**config.mk**
```make
export PLATFORM = sky130hd
export DESIGN_NAME = keypad_scanner
export DESIGN_NICKNAME = d
export VERILOG_FILES = /design/src/rtl/keypad_scanner.sv
export SDC_FILE = /design/constraint.sdc
export NUM_CORES = 1
export LEC_CHECK = 0
export CAP_MARGIN = 20
export CORE_UTILIZATION = 23
export CTS_CLUSTER_DIAMETER = 30
export DETAILED_ROUTE_END_ITERATION = 8
export DONT_BUFFER_PORTS = 1
export HOLD_SLACK_MARGIN = 0.1
export PLACE_DENSITY = 0.45
export SYNTH_ARGS = -nofsm -noshare
export SYNTH_HDL_FRONTEND = slang
export SYNTH_SLANG_ARGS = --single-unit
```
**constraint.sdc**
```tcl
create_clock -name clk -period 4.81 [get_ports clk]
set_input_delay 1.443 -clock clk [delete_from_list [all_inputs] [get_ports clk]]
set_output_delay 1.443 -clock clk [all_outputs]
set_load 0.02 [all_outputs]
```
**src/rtl/keypad_scanner.sv**
```systemverilog
// 4x4 keypad column scanner with two-flop row synchronizer and scan-level debounce.
// Emits the active-low {col,row} code of a single debounced key plus valid/strobe flags.
module keypad_scanner #(
    parameter int SCAN_DIV       = 16,
    parameter int DEBOUNCE_SCANS = 4
) (
    input  logic       clk,
    input  logic       resetn,
    input  logic [3:0] row_in,
    output logic [3:0] col_out,
    output logic [7:0] eightBitButton,
    output logic       validPress,
    output logic       key_strobe
);

    localparam int DW = $clog2(SCAN_DIV);
    localparam int NW = $clog2(DEBOUNCE_SCANS + 1);
    localparam logic [DW-1:0] LP_DWELL_LAST = DW'(SCAN_DIV - 1);
    localparam logic [DW-1:0] LP_DWELL_ONE  = DW'(1);
    localparam logic [NW-1:0] LP_CNT_LAST   = NW'(DEBOUNCE_SCANS - 1);
    localparam logic [NW-1:0] LP_CNT_ONE    = NW'(1);

    localparam logic [1:0] ST_RELEASED   = 2'd0;
    localparam logic [1:0] ST_PRESS_PEND = 2'd1;
    localparam logic [1:0] ST_PRESSED    = 2'd2;
    localparam logic [1:0] ST_REL_PEND   = 2'd3;

    logic [3:0]    r_sync1, r_sync2;
    logic [1:0]    r_col_idx;
    logic [DW-1:0] r_dwell;
    logic [1:0]    r_acc_lows;
    logic [7:0]    r_acc_code;
    logic [1:0]    r_state;
    logic [NW-1:0] r_cnt;
    logic [7:0]    r_cand;
    logic [7:0]    r_button;
    logic          r_valid;
    logic          r_strobe;

    logic          w_sample_en;
    logic          w_scan_done;
    logic [2:0]    w_cur_lows;
    logic [1:0]    w_base_lows;
    logic [2:0]    w_tot_lows;
    logic [7:0]    w_code;
    logic          w_is_key;

    always_comb begin
        case (r_col_idx)
            2'd0:    col_out = 4'b0111;
            2'd1:    col_out = 4'b1011;
            2'd2:    col_out = 4'b1101;
            default: col_out = 4'b1110;
        endcase
    end

    assign w_sample_en = (r_dwell == LP_DWELL_LAST);
    assign w_scan_done = w_sample_en && (r_col_idx == 2'd3);

    // Running low-count saturates at 2: anything past one low is already MULTI.
    always_comb begin
        w_cur_lows = '0;
        for (int unsigned i = 0; i < 4; i++) begin
            if (!r_sync2[i]) w_cur_lows = w_cur_lows + 3'd1;
        end
        w_base_lows = (r_col_idx == 2'd0) ? 2'd0 : r_acc_lows;
        w_tot_lows  = {1'b0, w_base_lows} + w_cur_lows;
        w_code      = (w_cur_lows == 3'd1) ? {col_out, r_sync2} : r_acc_code;
        w_is_key    = (w_tot_lows == 3'd1);
    end

    always_ff @(posedge clk or negedge resetn) begin
        if (!resetn) begin
            r_sync1    <= 4'hF;
            r_sync2    <= 4'hF;
            r_col_idx  <= '0;
            r_dwell    <= '0;
            r_acc_lows <= '0;
            r_acc_code <= '1;
        end else begin
            r_sync1 <= row_in;
            r_sync2 <= r_sync1;
            if (w_sample_en) begin
                r_dwell    <= '0;
                r_col_idx  <= r_col_idx + 2'd1;
                r_acc_lows <= (w_tot_lows > 3'd2) ? 2'd2 : w_tot_lows[1:0];
                r_acc_code <= w_code;
            end else begin
                r_dwell <= r_dwell + LP_DWELL_ONE;
            end
        end
    end

    always_ff @(posedge clk or negedge resetn) begin
        if (!resetn) begin
            r_state  <= ST_RELEASED;
            r_cnt    <= '0;
            r_cand   <= '1;
            r_button <= '1;
            r_valid  <= 1'b0;
            r_strobe <= 1'b0;
        end else begin
            r_strobe <= 1'b0;
            if (w_scan_done) begin
                case (r_state)
                    ST_RELEASED: begin
                        if (w_is_key) begin
                            r_cand <= w_code;
                            if (DEBOUNCE_SCANS == 1) begin
                                r_state  <= ST_PRESSED;
                                r_cnt    <= '0;
                                r_button <= w_code;
                                r_valid  <= 1'b1;
                                r_strobe <= 1'b1;
                            end else begin
                                r_state <= ST_PRESS_PEND;
                                r_cnt   <= LP_CNT_ONE;
                            end
                        end
                    end
                    ST_PRESS_PEND: begin
                        if (w_is_key && (w_code == r_cand)) begin
                            if (r_cnt == LP_CNT_LAST) begin
                                r_state  <= ST_PRESSED;
                                r_cnt    <= '0;
                                r_button <= r_cand;
                                r_valid  <= 1'b1;
                                r_strobe <= 1'b1;
                            end else begin
                                r_cnt <= r_cnt + LP_CNT_ONE;
                            end
                        end else if (w_is_key) begin
                            r_cand <= w_code;
                            r_cnt  <= LP_CNT_ONE;
                        end else begin
                            r_state <= ST_RELEASED;
                            r_cnt   <= '0;
                        end
                    end
                    ST_PRESSED: begin
                        if (w_is_key && (w_code == r_cand)) begin
                            r_cnt <= '0;
                        end else if (DEBOUNCE_SCANS == 1) begin
                            r_state  <= ST_RELEASED;
                            r_cnt    <= '0;
                            r_button <= '1;
                            r_valid  <= 1'b0;
                        end else begin
                            r_state <= ST_REL_PEND;
                            r_cnt   <= LP_CNT_ONE;
                        end
                    end
                    default: begin
                        if (w_is_key && (w_code == r_cand)) begin
                            r_state <= ST_PRESSED;
                            r_cnt   <= '0;
                        end else if (r_cnt == LP_CNT_LAST) begin
                            r_state  <= ST_RELEASED;
                            r_cnt    <= '0;
                            r_button <= '1;
                            r_valid  <= 1'b0;
                        end else begin
                            r_cnt <= r_cnt + LP_CNT_ONE;
                        end
                    end
                endcase
            end
        end
    end

    assign eightBitButton = r_button;
    assign validPress     = r_valid;
    assign key_strobe     = r_strobe;

endmodule

```
Word-level counts from Yosys, hierarchy flattened
Index checks and enable logic that the tools add are counted.

storage, ports and cells
  logic and storage cells = 90
  memories = 0
  input bits = 6
  latch bits = 0
  output and inout port bits = 14
  RAM bits = 0
  register bits after elaboration = 47
  ROM bits = 0

cells by class
  add/sub/neg operators = 7
  div/mod/pow operators = 0
  bitwise operators = 1
  reductions and logical operators = 11
  shift-type cells = 0
  $lt $le $gt $ge = 1
  mux-type cells = 41
  equal/unequal tests = 17
  $mul = 0

operators with widths
  cell                                                                    number
  8-bit two-way mux                                                       7
  8-bit case mux with 2 select lines                                      2
  3-bit two-way mux                                                       7
  2-bit two-way mux                                                       9
  3-bit by 1-bit adder with 3-bit output (second input constant)          4
  4-bit case mux with 3 select lines                                      1
  1-bit two-way mux                                                       11
  3-bit case mux with 3 select lines                                      1
  8-bit equality test                                                     1
  2-bit != test (second input constant)                                   4
  2-bit equality test (second input constant)                             3
  3-bit by 1-bit equality test with 1-bit output (second input constant)  2
  3-bit != test (second input constant)                                   2
  2-bit case mux with 3 select lines                                      1
  6-bit AND reduction                                                     1
  5-bit AND reduction                                                     1
  5-bit nonzero test                                                      1
  4-bit by 1-bit adder with 4-bit output (second input constant)          1
  2-bit by 1-bit equality test with 1-bit output (second input constant)  2
  4-bit equality test (second input constant)                             1
  2-bit zero test                                                         2
  4-bit two-way mux                                                       1
  2-bit by 3-bit adder with 3-bit output                                  1
  3-bit by 2-bit equality test with 1-bit output (second input constant)  1
  10 further kinds                                                        11

Longest topological paths before layout
Gate-level depths: netlist of the first run.

  depth in word-level cells = 14
  mapped depth = 16
  gate-level depth less buffers = 15

Worst setup path after synthesis of the first run
No wires, ideal clock.

  path type = register to register
  start = register r_sync2[0]
  end = register r_cnt[1]
  path buffers = 1
  clock period less this slack = 3.973 ns
  arrival = 3.904 ns
  setup time = 0.069 ns
  path slack = 0.837 ns
  stages on the path, launching flop included = 16
  data required time = 4.741 ns
  cell sequence = dfstp_2 inv_1 ha_1 buf_4 xnor2_1 ha_1 nor2_1 a31oi_2 inv_2 fa_1 xor2_1 and3_1 and4b_1 nand4_1 or4_1 nand3_1

between the ends
  longest elaborated chain between the ends = 13
  elaborated cells between the ends (all ways) = 18
  those cells by class = add/sub (4); eq/ne (4); mux (8); reduce/logical (2)

ends and longest elaborated chain
  item                                            line           source
  from (decl)                                     28             logic [3:0] r_sync1, r_sync2;
  from (signal assigned)                          82             r_sync2 <= r_sync1;
  1-bit two-way mux                               64             if (!r_sync2[i]) w_cur_lows = w_cur_lows + 3'd1;
  3-bit by 1-bit adder with 3-bit output          64
  3-bit two-way mux                               64
  3-bit by 1-bit adder with 3-bit output          64
  3-bit two-way mux                               64
  3-bit by 1-bit adder with 3-bit output          64
  3-bit two-way mux                               64
  3-bit by 1-bit equality test with 1-bit output  68             w_code = (w_cur_lows == 3'd1) ? {col_out, r_sync2} : r_acc_code;
  8-bit two-way mux                               68
  8-bit equality test                             122, 141, 154
  1-bit logical AND                               122, 141, 154
  3-bit two-way mux (on tied branches)            154, 122
  3-bit case mux with 3 select lines              105            case (r_state)
  to (signal assigned)                            130            r_cnt <= r_cnt + LP_CNT_ONE;
  to (signal assigned)                            163            r_cnt <= r_cnt + LP_CNT_ONE;
  to (decl)                                       34             logic [NW-1:0] r_cnt;

Several ways; a longest one is shown, not always the timed one.
A chain may end at the register's enable or synchronous reset.

Worst setup path in the final report of the first run
Ends and elaborated chain as after synthesis.

==> impl_metrics.tcl, run 1 <==
set metrics [dict create \
    rows 41 \
    seqPwrFrac 0.448 \
    grt.overflow.total 0 \
    routed_wl_mm 6.67 \
    clockBufferDepth 2 \
    cts_tree "yes" \
    yosys_register_bits 47 \
    io_buffers 0 \
    antenna_cells 0 \
    ctsHoldBuffers 0 \
    maxCapViolCount 0 \
    nNetsFinal 315 \
    cts-htree-levels 2 \
    cp_cell_sequence "inv_1 -> ha_1 -> xnor2_1 -> ha_1 -> nor2_1 -> a31oi_2 -> inv_2 -> fa_1 -> xor2_1 -> and3_1 -> and4b_1 -> nand4_1 -> or4_1 -> nand3_1" \
    r2r-start "r_sync2[0]" \
    antenna_found_initial 0 \
    mappedNetlistArea_um2 3020 \
    crit_type "register to register" \
    status "complete, no violations" \
    total_leakage_power_nw 1.29 \
    drtIter0Drc 107 \
    die_h_um 117 \
    setup_viol 0 \
    dpl_cell_area_um2 3170 \
    cp-start-kind "register" \
    die_x_um 117 \
    fillers 1414 \
    avgSynthCellArea_um2 10.1 \
    gp_congestion 0.806 \
    dp_hpwl_mm 4.92 \
    vias 2137 \
    drive_gt1_frac 0.238 \
    async_reset_ff_frac 1.00 \
    report.final.slew_viol_count 0 \
    swShare 0.284 \
    hold_path.class "register to register" \
    avgViaCountPerCell 4.59 \
    hold_end "r_sync2[1]" \
    critPathRequiredTime_ps 5030 \
    r2r_cells 14 \
    fin_crit_ps 4390 \
    cts_root_buf "clkbuf_16" \
    start_util 0.238 \
    r2r-end "r_cnt[1]" \
    pin_count 20 \
    min_from "r_sync1[1]" \
    power.share.clock 0.342 \
    crit_fanout 11 \
    power-per-cell-area_nw_per_um2 307 \
    yosysUniqueCellTypes 68 \
    irDropWorstVdd_mv 0.134 \
    reg2reg_setup_slack_ps 420 \
    finalSetupTns_ps 0 \
    finalHoldViolations 0 \
    cts.clk_slew.worst_paths_ps 60 \
    postLayoutCellArea_um2 3320 \
    post_cts_resized 0 \
    cts.sinks 47 \
    finClkSkew_ps 7.44 \
    drc 0 \
    cts_setup_buffers 0 \
    insertion_delay_ps 280 \
    grt_max_degree 48 \
    cts-buffers-inserted 5 \
    p_int_mw 0.729 \
    max_stage_delay_ps 540 \
    drt.antenna.violating_nets 0 \
    max_freq_mhz 228 \
    slew_headroom 0.411 \
    comb_power_share 0.210 \
    synth-edff-count 0 \
    seq_area_frac_synth 0.402 \
    cp_common_cell "ha_1" \
    syn_inst 299 \
    grt_setup_unrepaired "false" \
    worst_pin_slew_ps 884 \
    grt_pass1_vias 2117 \
    areaGrowthSynthToFinish_pct 9.73 \
    mostFrequentLayoutCells "32 x dfstp_2, 28 x nand2_1, 20 x inv_1" \
    dieArea_um2 13600 \
    p_sw_mw 0.288 \
    ys_warn_count 0 \
    ys.flop_type "dfstp_2" \
    end_kind "register" \
    dr.pass1.iters 4 \
    grt_usage 0.105 \
    timing.final.crit_share 0.913 \
    synth.net_count 321 \
    final_common_cell "dfstp_2" \
    cp_slowest_cell "dfstp_2" \
    coreArea_um2 12700 \
    grt_first_pass_wirelength_mm 11.1 \
    timing.hold.worst_path_depth 0 \
    arrival_ps 4610 \
    post_drt_wl_per_cell_um 14.3 \
]
## kinds of logic after synthesis
kind of cell,synth area share
and+or+nand+nor,0.214
AOI/OAI and AO/OA,0.173
DFF,0.402
buffers and inverters,0.0513
muxes,0.0613
adders and majority gates,0.0687
xor gates and xnor gates,0.0286
## worst max-delay path: cells and delay by family (launching register included)
family / cells / cell delay, ps
AND/OR/NAND/NOR: 6 / 1370
adder cells (fa/ha/maj): 3 / 1150
XOR/XNOR: 2 / 660
flip-flops: 1 / 540
AO/OA/AOI/OAI: 1 / 350
buffers and inverters: 2 / 250
## power by group through the flow
stage / clock (mW) / sequential (mW) / combinational (mW)
final: 0.348 / 0.456 / 0.213
after global routing: 0.383 / 0.460 / 0.240
after CTS: 0.361 / 0.456 / 0.213
after detailed placement: 0 / 0.462 / 0.211
after global placement: 0 / 0.462 / 0.211
after floorplan: 0 / 0.454 / 0.179
## sequential cells by signal, summed over array words and instances (netlist names), 2 cells and up, named ones only
signal and cells:
eightBitButton 8, r_acc_code 8, r_acc_lows 2, r_cand 8, r_cnt 3, r_col_idx 2, r_dwell 4, r_sync1 4
r_sync2 4
## cells in the mapped netlist (all sizes together) (2+ instances only)
| cell | n | share of area |
|---|---|---|
| dfstp | 32 | 0.28 |
| nand2 | 28 | 0.035 |
| inv | 21 | 0.026 |
| o21ai | 18 | 0.030 |
| dfrtp | 15 | 0.12 |
| ha | 15 | 0.062 |
| nor2 | 13 | 0.016 |
| nand3b | 10 | 0.025 |
| nand4 | 10 | 0.023 |
| o221a | 10 | 0.037 |
| mux2 | 9 | 0.035 |
| clkbuf | 8 | 0.0099 |
| mux2i | 8 | 0.027 |
| nor2b | 8 | 0.017 |
| a21oi | 7 | 0.012 |
| xnor2 | 7 | 0.023 |
| buf | 6 | 0.015 |
| nand2b | 6 | 0.012 |
| nor3 | 6 | 0.017 |
| a31oi | 5 | 0.012 |
| nand3 | 5 | 0.014 |
| nand4b | 5 | 0.014 |
| and3 | 4 | 0.0083 |
| a2111oi | 3 | 0.013 |
| o211ai | 3 | 0.0075 |
| o31ai | 3 | 0.0075 |
| a21o | 2 | 0.0050 |
| a311oi | 2 | 0.0058 |
| nor3b | 2 | 0.0050 |
| o21a | 2 | 0.0050 |
| o21bai | 2 | 0.0050 |
| xor2 | 2 | 0.0058 |
## metal layers
metal  part of all wire  up-vias  GRT usage
met2               0.45       22      0.167
met4             0.0078        0     0.0253
li1                   -     1080          -
met1               0.51     1031      0.143
met5                  0        -          0
met3              0.028        4     0.0270
## layout make-up
class / instances / area [µm²] / area share
inverter: 21 / 78.8 / 0.0238
timing repair buffer: 1 / 7.51 / 0.00226
clock inverter: 1 / 5.00 / 0.00151
multi-input combinational: 217 / 1650 / 0.498
clock buffer: 7 / 143 / 0.0430
tap: 172 / 215 / 0.0649
sequential: 47 / 1220 / 0.367
## through the flow
stage | instances | power (mW) | util | hold WS, ps | worst slack [ps]
after CTS | 466 | 1.03 | 0.261 | 358 | 447
final | 466 | 1.02 | 0.261 | 357 | 420
after global routing | 466 | 1.08 | 0.261 | 364 | 80.4
after global placement | 458 | 0.673 | 0.249 | 347 | 653
after detailed placement | 458 | 0.673 | 0.249 | 349 | 451
after floorplan | 299 | 0.632 | - | 345 | 837
## worst max path at each step
stage | start | cells past startpoint | slack, ps | to
2_1_floorplan | r_sync2[0] | 15 | 840 | r_cnt[1]
3_3_place_gp | r_sync2[0] | 14 | 650 | r_cnt[1]
3_5_place_dp | r_sync2[0] | 14 | 450 | r_cnt[1]
4_1_cts | r_sync2[0] | 14 | 450 | r_cnt[1]
5_1_grt | r_sync2[0] | 14 | 80 | r_cnt[1]
6_report | r_sync2[0] | 14 | 420 | r_cnt[1]
No activity file was read; power rests on OpenSTA's default activity.
==> run 2, diff against run 1 <==
--- a/config.mk
+++ b/config.mk
@@ -6,12 +6,14 @@
 export NUM_CORES = 1
 export LEC_CHECK = 0
 export CAP_MARGIN = 20
+export CELL_PAD_IN_SITES_DETAIL_PLACEMENT = 1
+export CELL_PAD_IN_SITES_GLOBAL_PLACEMENT = 2
 export CORE_UTILIZATION = 23
 export CTS_CLUSTER_DIAMETER = 30
 export DETAILED_ROUTE_END_ITERATION = 8
-export DONT_BUFFER_PORTS = 1
 export HOLD_SLACK_MARGIN = 0.1
-export PLACE_DENSITY = 0.45
+export PLACE_DENSITY = 0.61
+export SKIP_CTS_REPAIR_TIMING = 1
 export SYNTH_ARGS = -nofsm -noshare
 export SYNTH_HDL_FRONTEND = slang
 export SYNTH_SLANG_ARGS = --single-unit
==> impl_metrics.tcl, run 2 (synthesized netlist as in run 1, its figures left out) <==
set metrics [dict create \
    max_freq_mhz 231 \
    hold_path.class "register to register" \
    start_util 0.238 \
    r2r-end "r_state[0]" \
    cts-htree-levels 2 \
    die_h_um 117 \
    hold_ws_ps 358 \
    max_stage_delay_ps 540 \
    mostFrequentLayoutCells "32 x dfstp_2, 28 x nand2_1, 20 x inv_1" \
    final_common_cell "dfstp_2" \
    crit_fanout 11 \
    hold_end "r_sync2[0]" \
    pin_count 20 \
    post_drt_wl_per_cell_um 16.0 \
    comb_power_share 0.221 \
    cts_root_buf "clkbuf_16" \
    die_x_um 117 \
    finalSetupTns_ps 0 \
    dieArea_um2 13600 \
    slew_headroom 0.401 \
    irDropWorstVdd_mv 0.126 \
    critPathRequiredTime_ps 5010 \
    finalHoldViolations 0 \
    finClkSkew_ps 4.48 \
    arrival_ps 4530 \
    grt_first_pass_wirelength_mm 13.0 \
    io_buffers 19 \
    cp_cell_sequence "inv_1 -> ha_1 -> xnor2_1 -> ha_1 -> nor2_1 -> a31oi_2 -> inv_2 -> fa_1 -> xor2_1 -> nand3_1 -> a21o_1 -> a221o_1 -> mux2i_1 -> mux2i_1" \
    crit_type "register to register" \
    grt_pass1_vias 2432 \
    antenna_found_initial 0 \
    drc 0 \
    grt_usage 0.127 \
    grt.overflow.total 0 \
    worst_pin_slew_ps 899 \
    dp_hpwl_mm 5.83 \
    status "complete, no violations" \
    timing.final.crit_share 0.900 \
    power.share.clock 0.341 \
    setup_viol 0 \
    grt_max_degree 28 \
    timing.hold.worst_path_depth 0 \
    fin_crit_ps 4330 \
    seqPwrFrac 0.438 \
    cts_tree "yes" \
    fillers 1507 \
    maxCapViolCount 0 \
    drt.antenna.violating_nets 0 \
    worst-path-buf-inv 2 \
    routed_wl_mm 7.76 \
    gp_congestion 0.773 \
    total_leakage_power_nw 1.36 \
    cts.sinks 47 \
    avgViaCountPerCell 4.76 \
    areaGrowthSynthToFinish_pct 16.1 \
    drive_gt1_frac 0.229 \
    end_kind "register" \
    insertion_delay_ps 290 \
    cts-buffers-inserted 5 \
    grt_setup_unrepaired "false" \
    swShare 0.296 \
    cts.clk_slew.worst_paths_ps 60 \
    drtIter0Drc 77 \
    rows 41 \
    r2r-start "r_sync2[0]" \
    nNetsFinal 335 \
    vias 2311 \
    dr.pass1.iters 4 \
    power-per-cell-area_nw_per_um2 297 \
    report.final.slew_viol_count 0 \
    coreArea_um2 12700 \
    antenna_cells 0 \
    p_int_mw 0.733 \
    p_sw_mw 0.308 \
    cp-start-kind "register" \
    clockBufferDepth 2 \
    min_from "r_sync1[0]" \
    cp_slowest_cell "dfstp_2" \
    r2r_cells 14 \
    path_delay_family "adder cells" \
    reg2reg_setup_slack_ps 480 \
]
[run 2: changes by cell type in the layout (fill, tap and decap cells not counted), sizes merged]
cell,delta
clkdlybuf4s50,+18
buf,+2
[run 2: worst max path at each step]
stage	from	endpoint	slack [ps]	cells past startpoint
detailed placement	r_sync2[0]	r_cnt[1]	520	14
CTS	r_sync2[0]	r_cnt[1]	510	14
global placement	r_sync2[0]	r_cnt[1]	640	14
global route	r_sync2[1]	r_cnt[1]	40	14
finish	r_sync2[0]	r_state[0]	480	14
floorplan	r_sync2[0]	r_cnt[1]	840	15
[run 2: power by group through the flow]
stage          combinational (mW)  clock (mW)  sequential [mW]
2_1_floorplan               0.179           0            0.454
3_3_place_gp                0.228           0            0.462
3_5_place_dp                0.229           0            0.463
4_1_cts                     0.231       0.374            0.457
5_1_grt                     0.265       0.386            0.461
6_report                    0.230       0.355            0.456
[run 2: cell type report]
type	count	area, µm²	area share
Sequential cell	47	1220	0.347
Tap cell	172	215	0.0613
Clock buffer	7	143	0.0407
Multi-Input combinational cell	217	1650	0.470
Clock inverter	1	5.00	0.00143
Timing Repair Buffer	21	200	0.0571
Inverter	21	78.8	0.0225
[run 2: routing by layer]
metal  track usage  part of all wire  wire length (µm)
met1         0.166              0.49              3780
met3        0.0197             0.016               124
met5             0                 0                 0
met2         0.211              0.48              3730
met4        0.0464             0.016               121
[run 2: per-stage QoR]
step	area (µm²)	std cells	setup WS, ps	power, mW	utilization
finish	3510	486	482	1.04	0.276
global route	3510	486	40.1	1.11	0.276
CTS	3510	486	509	1.06	0.276
detailed placement	3360	478	517	0.692	0.264
global placement	3360	478	639	0.690	0.264
floorplan	3020	299	837	0.632	-
==> run 3, diff against run 2 <==
--- a/config.mk
+++ b/config.mk
@@ -13,6 +13,7 @@
 export DETAILED_ROUTE_END_ITERATION = 8
 export HOLD_SLACK_MARGIN = 0.1
 export PLACE_DENSITY = 0.61
+export SETUP_SLACK_MARGIN = 0.3
 export SKIP_CTS_REPAIR_TIMING = 1
 export SYNTH_ARGS = -nofsm -noshare
 export SYNTH_HDL_FRONTEND = slang
==> impl_metrics.tcl, run 3 (synthesized netlist as in run 1, its figures left out) <==
set metrics [dict create \
    status "complete, no violations" \
    cp-start-kind "register" \
    grt_pass1_vias 2432 \
    timing.hold.worst_path_depth 0 \
    avgViaCountPerCell 4.74 \
    total_leakage_power_nw 1.37 \
    cts-htree-levels 2 \
    fin_ws_ps 714 \
    routed_wl_mm 7.80 \
    final_common_cell "dfstp_2" \
    fin_crit_ps 4100 \
    r2r_cells 14 \
    finalHoldViolations 0 \
    cts.clk_slew.worst_paths_ps 60 \
    clockBufferDepth 2 \
    die_h_um 117 \
    die_x_um 117 \
    mostFrequentLayoutCells "32 x dfstp_2, 28 x nand2_1, 20 x inv_1" \
    cts-buffers-inserted 5 \
    drive_gt1_frac 0.236 \
    start_util 0.238 \
    min_from "r_sync1[0]" \
    setup_viol 0 \
    insertion_delay_ps 290 \
    io_buffers 19 \
    cts_tree "yes" \
    cts.sinks 47 \
    worst_pin_slew_ps 897 \
    drc 0 \
    r2r-end "r_state[0]" \
    dieArea_um2 13600 \
    drt.antenna.violating_nets 0 \
    antenna_found_initial 0 \
    drtIter0Drc 83 \
    vias 2305 \
    finalSetupTns_ps 0 \
    critPathRequiredTime_ps 5010 \
    grt_max_degree 28 \
    finClkSkew_ps 4.07 \
    p_int_mw 0.735 \
    p_sw_mw 0.311 \
    power_mw 1.05 \
    antenna_cells 0 \
    comb_power_share 0.223 \
    dp_hpwl_mm 5.83 \
    crit_fanout 11 \
    dr.pass1.iters 4 \
    coreArea_um2 12700 \
    post_drt_wl_per_cell_um 16.1 \
    arrival_ps 4300 \
    timing.final.crit_share 0.852 \
    dp_slack_ps 517 \
    r2r-start "r_sync2[1]" \
    grt.overflow.total 0 \
    report.final.slew_viol_count 0 \
    slew_headroom 0.402 \
    grt_usage 0.127 \
    end_kind "register" \
    power-per-cell-area_nw_per_um2 296 \
    grt_setup_unrepaired "false" \
    nNetsFinal 335 \
    hold_end "r_sync2[0]" \
    cts_root_buf "clkbuf_16" \
    fillers 1506 \
    max_freq_mhz 244 \
    power.share.clock 0.340 \
    hold_path.class "register to register" \
    maxCapViolCount 0 \
    irDropWorstVdd_mv 0.126 \
    reg2reg_setup_slack_ps 710 \
    areaGrowthSynthToFinish_pct 16.7 \
    grt_first_pass_wirelength_mm 13.0 \
    crit_type "register to register" \
    gp_congestion 0.773 \
    swShare 0.297 \
    seqPwrFrac 0.437 \
    pin_count 20 \
    rows 41 \
]
-- run 3: changes by cell type in the layout (fill, tap and decap cells not counted) --
cell / previous run / this run
xnor2_2: 1 / 2
a31oi_2: 1 / 0
ha_2: 0 / 1
xnor2_1: 6 / 5
ha_1: 15 / 14
a31oi_4: 0 / 1
-- run 3: cell type report --
type                    instances  area [µm²]  share of cell area
well taps                     172         215              0.0610
repair buffers                 21         200              0.0568
clock buffers                   7         143              0.0404
inverters                      21        78.8              0.0223
multi-input cells             217        1670               0.473
clock inverters                 1        5.00             0.00142
flip-flops and latches         47        1220               0.345
-- run 3: worst max path at each step --
| stage | from | end | slack, ps | cells past startpoint |
|---|---|---|---|---|
| 2_1_floorplan | r_sync2[0] | r_cnt[1] | 840 | 15 |
| 3_3_place_gp | r_sync2[0] | r_cnt[1] | 640 | 14 |
| 3_5_place_dp | r_sync2[0] | r_cnt[1] | 520 | 14 |
| 4_1_cts | r_sync2[0] | r_cnt[1] | 510 | 14 |
| 5_1_grt | r_sync2[1] | r_cnt[1] | 340 | 14 |
| 6_report | r_sync2[1] | r_state[0] | 710 | 14 |
-- run 3: routing by layer --
layer	wire length (µm)	track usage	up-vias	share of wire
met1	3790	0.166	1160	0.49
li1	-	-	1115	-
met2	3760	0.211	21	0.48
met3	127	0.0197	9	0.016
met4	121	0.0464	0	0.016
met5	0	0	-	0
-- run 3: power groups by stage --
stage          combinational (mW)  clock (mW)  sequential, mW
3_5_place_dp                0.229           0           0.463
5_1_grt                     0.268       0.386           0.462
4_1_cts                     0.231       0.374           0.457
3_3_place_gp                0.228           0           0.462
6_report                    0.233       0.356           0.457
2_1_floorplan               0.179           0           0.454
-- run 3: critical path, stage by stage (launching register included) --
cell and delay [ps]:
dfstp_2 570, inv_1 60, ha_2 450, xnor2_2 130, ha_1 370, nor2_1 100, a31oi_4 260, inv_2 140
fa_1 420, xor2_1 240, nand3_1 220, a21o_1 290, a221o_1 300, mux2i_1 190, mux2i_1 250
-- run 3: stage by stage --
stage	instance area (µm²)	utilization	hold WS [ps]	std cells
6_report	3530	0.277	358	486
4_1_cts	3510	0.276	359	486
2_1_floorplan	3020	-	345	299
3_5_place_dp	3360	0.264	348	478
3_3_place_gp	3360	0.264	347	478
5_1_grt	3530	0.277	368	486
==> patch, RTL diff (settings of run 2) <==
Change the parameter `DEBOUNCE_SCANS` from 4 to 16.
--- a/src/rtl/keypad_scanner.sv
+++ b/src/rtl/keypad_scanner.sv
@@ -2,7 +2,7 @@
 // Emits the active-low {col,row} code of a single debounced key plus valid/strobe flags.
 module keypad_scanner #(
     parameter int SCAN_DIV       = 16,
-    parameter int DEBOUNCE_SCANS = 4
+    parameter int DEBOUNCE_SCANS = 16
 ) (
     input  logic       clk,
     input  logic       resetn,
Function: no difference found for any inputs over 10 cycles, from zero or initial values and one cycle with resetn low; that may be too few to reach the edited logic, so the function may still have changed.
==> patch against run 2 <==
  * Clock skew is 0.0045 ns higher
  * Critical path type unchanged
  * Final area is 0.39% lower
  * Fmax is 11% higher
  * Largest power group unchanged
  * Wire length is 4.9% lower
  * Final cell count is 0.41% higher
  * Clock power is 14% higher
  * Power is 1.0% higher
  * Synthesized cell count is 1.3% lower
  * Area after synthesis is 2.1% lower
  * Sequential power is 2% higher
  * Sequential share of layout area is 1.6 points higher
  * Setup slack better by 0.43 ns
  * Sequential cell count is 2 higher
  * Critical endpoint is now eightBitButton[0]
==> patch: results <==
metrics = {
    "pwr": {
        "sequentialPowerShare_pct": 44.1,
        "p_int_mw": 0.769,
        "max-vdd-ir-drop_mv": 0.138,
        "p_leak_nw": 1.44,
        "p_clk_share_pct": 38.6,
    },
    "synthesis": {
        "synthMuxAreaShare_pct": 8.12,
        "synthTopCellsByArea": "dfstp_2 28%, dfrtp_1 14%, ha_1 6.8%, nor2_1 4.2%, mux2_4 3.6%",
        "synth_xor_area_share_pct": 5.33,
        "syn_nets": 318,
        "synthAdderAreaFrac_pct": 7.45,
        "synth_common_cells": "33 x nor2_1, 32 x dfstp_2, 25 x inv_1, 22 x nand2_1, 17 x dfrtp_1",
        "synth_compound_area_share_pct": 15.7,
        "ys_seq_area_share_pct": 42.8,
        "ys_types": 58,
    },
    "worst_setup_path": {
        "reg2reg_slack_ns": 0.92,
        "cp_max_fo": 9,
        "cp_data_arrival_time_ns": 4.08,
    },
    "global_routing": {
        "grt_pass1_wl_mm": 12.6,
        "track_usage_pct": 12.5,
        "grt_pass1_vias": 2398,
        "grt_start_max_net_pins": 37,
    },
    "routing": {
        "drt-initial-drc-count": 71,
        "via_per_inst": 4.58,
        "wl_met2_mm": 3.62,
        "wl_met1_mm": 3.52,
        "wl_met3_um": 155,
    },
    "layout": {
        "fillers": 1447,
        "clkCellAreaFrac_pct": 4.69,
        "inverters_excl_clock": 26,
        "nonClkBufAreaFrac_pct": 6.30,
        "multi_input_area_share_pct": 43.8,
        "clkbuf_count": 6,
        "drive_gt1_share_pct": 21.5,
        "regArea_um2": 1270,
        "layout.nets": 338,
        "seq_cell_count": 49,
    },
    "sta": {
        "slew_headroom_pct": 35.0,
        "clock_skew_ns": 0.00900,
        "whs_ns": 0.357,
    },
    "place": {
        "hpwl_mm": 5.42,
        "routabilityCongestion": 0.730,
    },
    "status": {
        "status": "finished clean",
    },
}
patch: cell count changes after synthesis, moves of 7 or more:
cell and delta:
nor2b_1 -7, a222oi_1 +8, nand4_1 -7, nand3b_1 -9, nor2_1 +20, xor2_1 +8, o221a_2 -9
patch: worst max-delay path: stages, from the launching register on:
cell	delay [ns]
dfstp_2	0.57
inv_1	0.08
ha_1	0.50
xnor2_1	0.18
xnor2_1	0.14
ha_1	0.16
inv_1	0.04
fa_1	0.52
nand3_1	0.11
mux2i_1	0.15
buf_4	0.16
nand4_1	0.30
o21ai_1	0.63
a222oi_1	0.24
patch: stage by stage:
stage | cells | area, µm² | power, mW | worst slack (ns)
floorplan | 295 | 2960 | 0.594 | 1.55
global placement | 479 | 3320 | 0.648 | 0.902
detailed placement | 479 | 3320 | 0.652 | 0.882
CTS | 487 | 3480 | 1.07 | 0.860
global route | 488 | 3490 | 1.11 | 0.566
finish | 488 | 3490 | 1.05 | 0.916
patch: layer usage:
layer  GRT usage, %  up-vias
li1               -     1073
met4           3.38        0
met5              0        -
met3           2.37        5
met1           16.0     1130
met2           21.3       25
patch: worst paths after layout:
| check | from | end | cells after the start |
|---|---|---|---|
| worst max-delay path | r_sync2[0] | eightBitButton[0] | 13 |
| worst min-delay path | r_sync1[3] | r_sync2[3] | 0 |
| worst max register to register | r_sync2[0] | eightBitButton[0] | 13 |
| worst min register to register | r_sync1[3] | r_sync2[3] | 0 |
| max in group asynchronous | resetn | eightBitButton[1] | 2 |
| min in group asynchronous | resetn | r_dwell[1] | 1 |
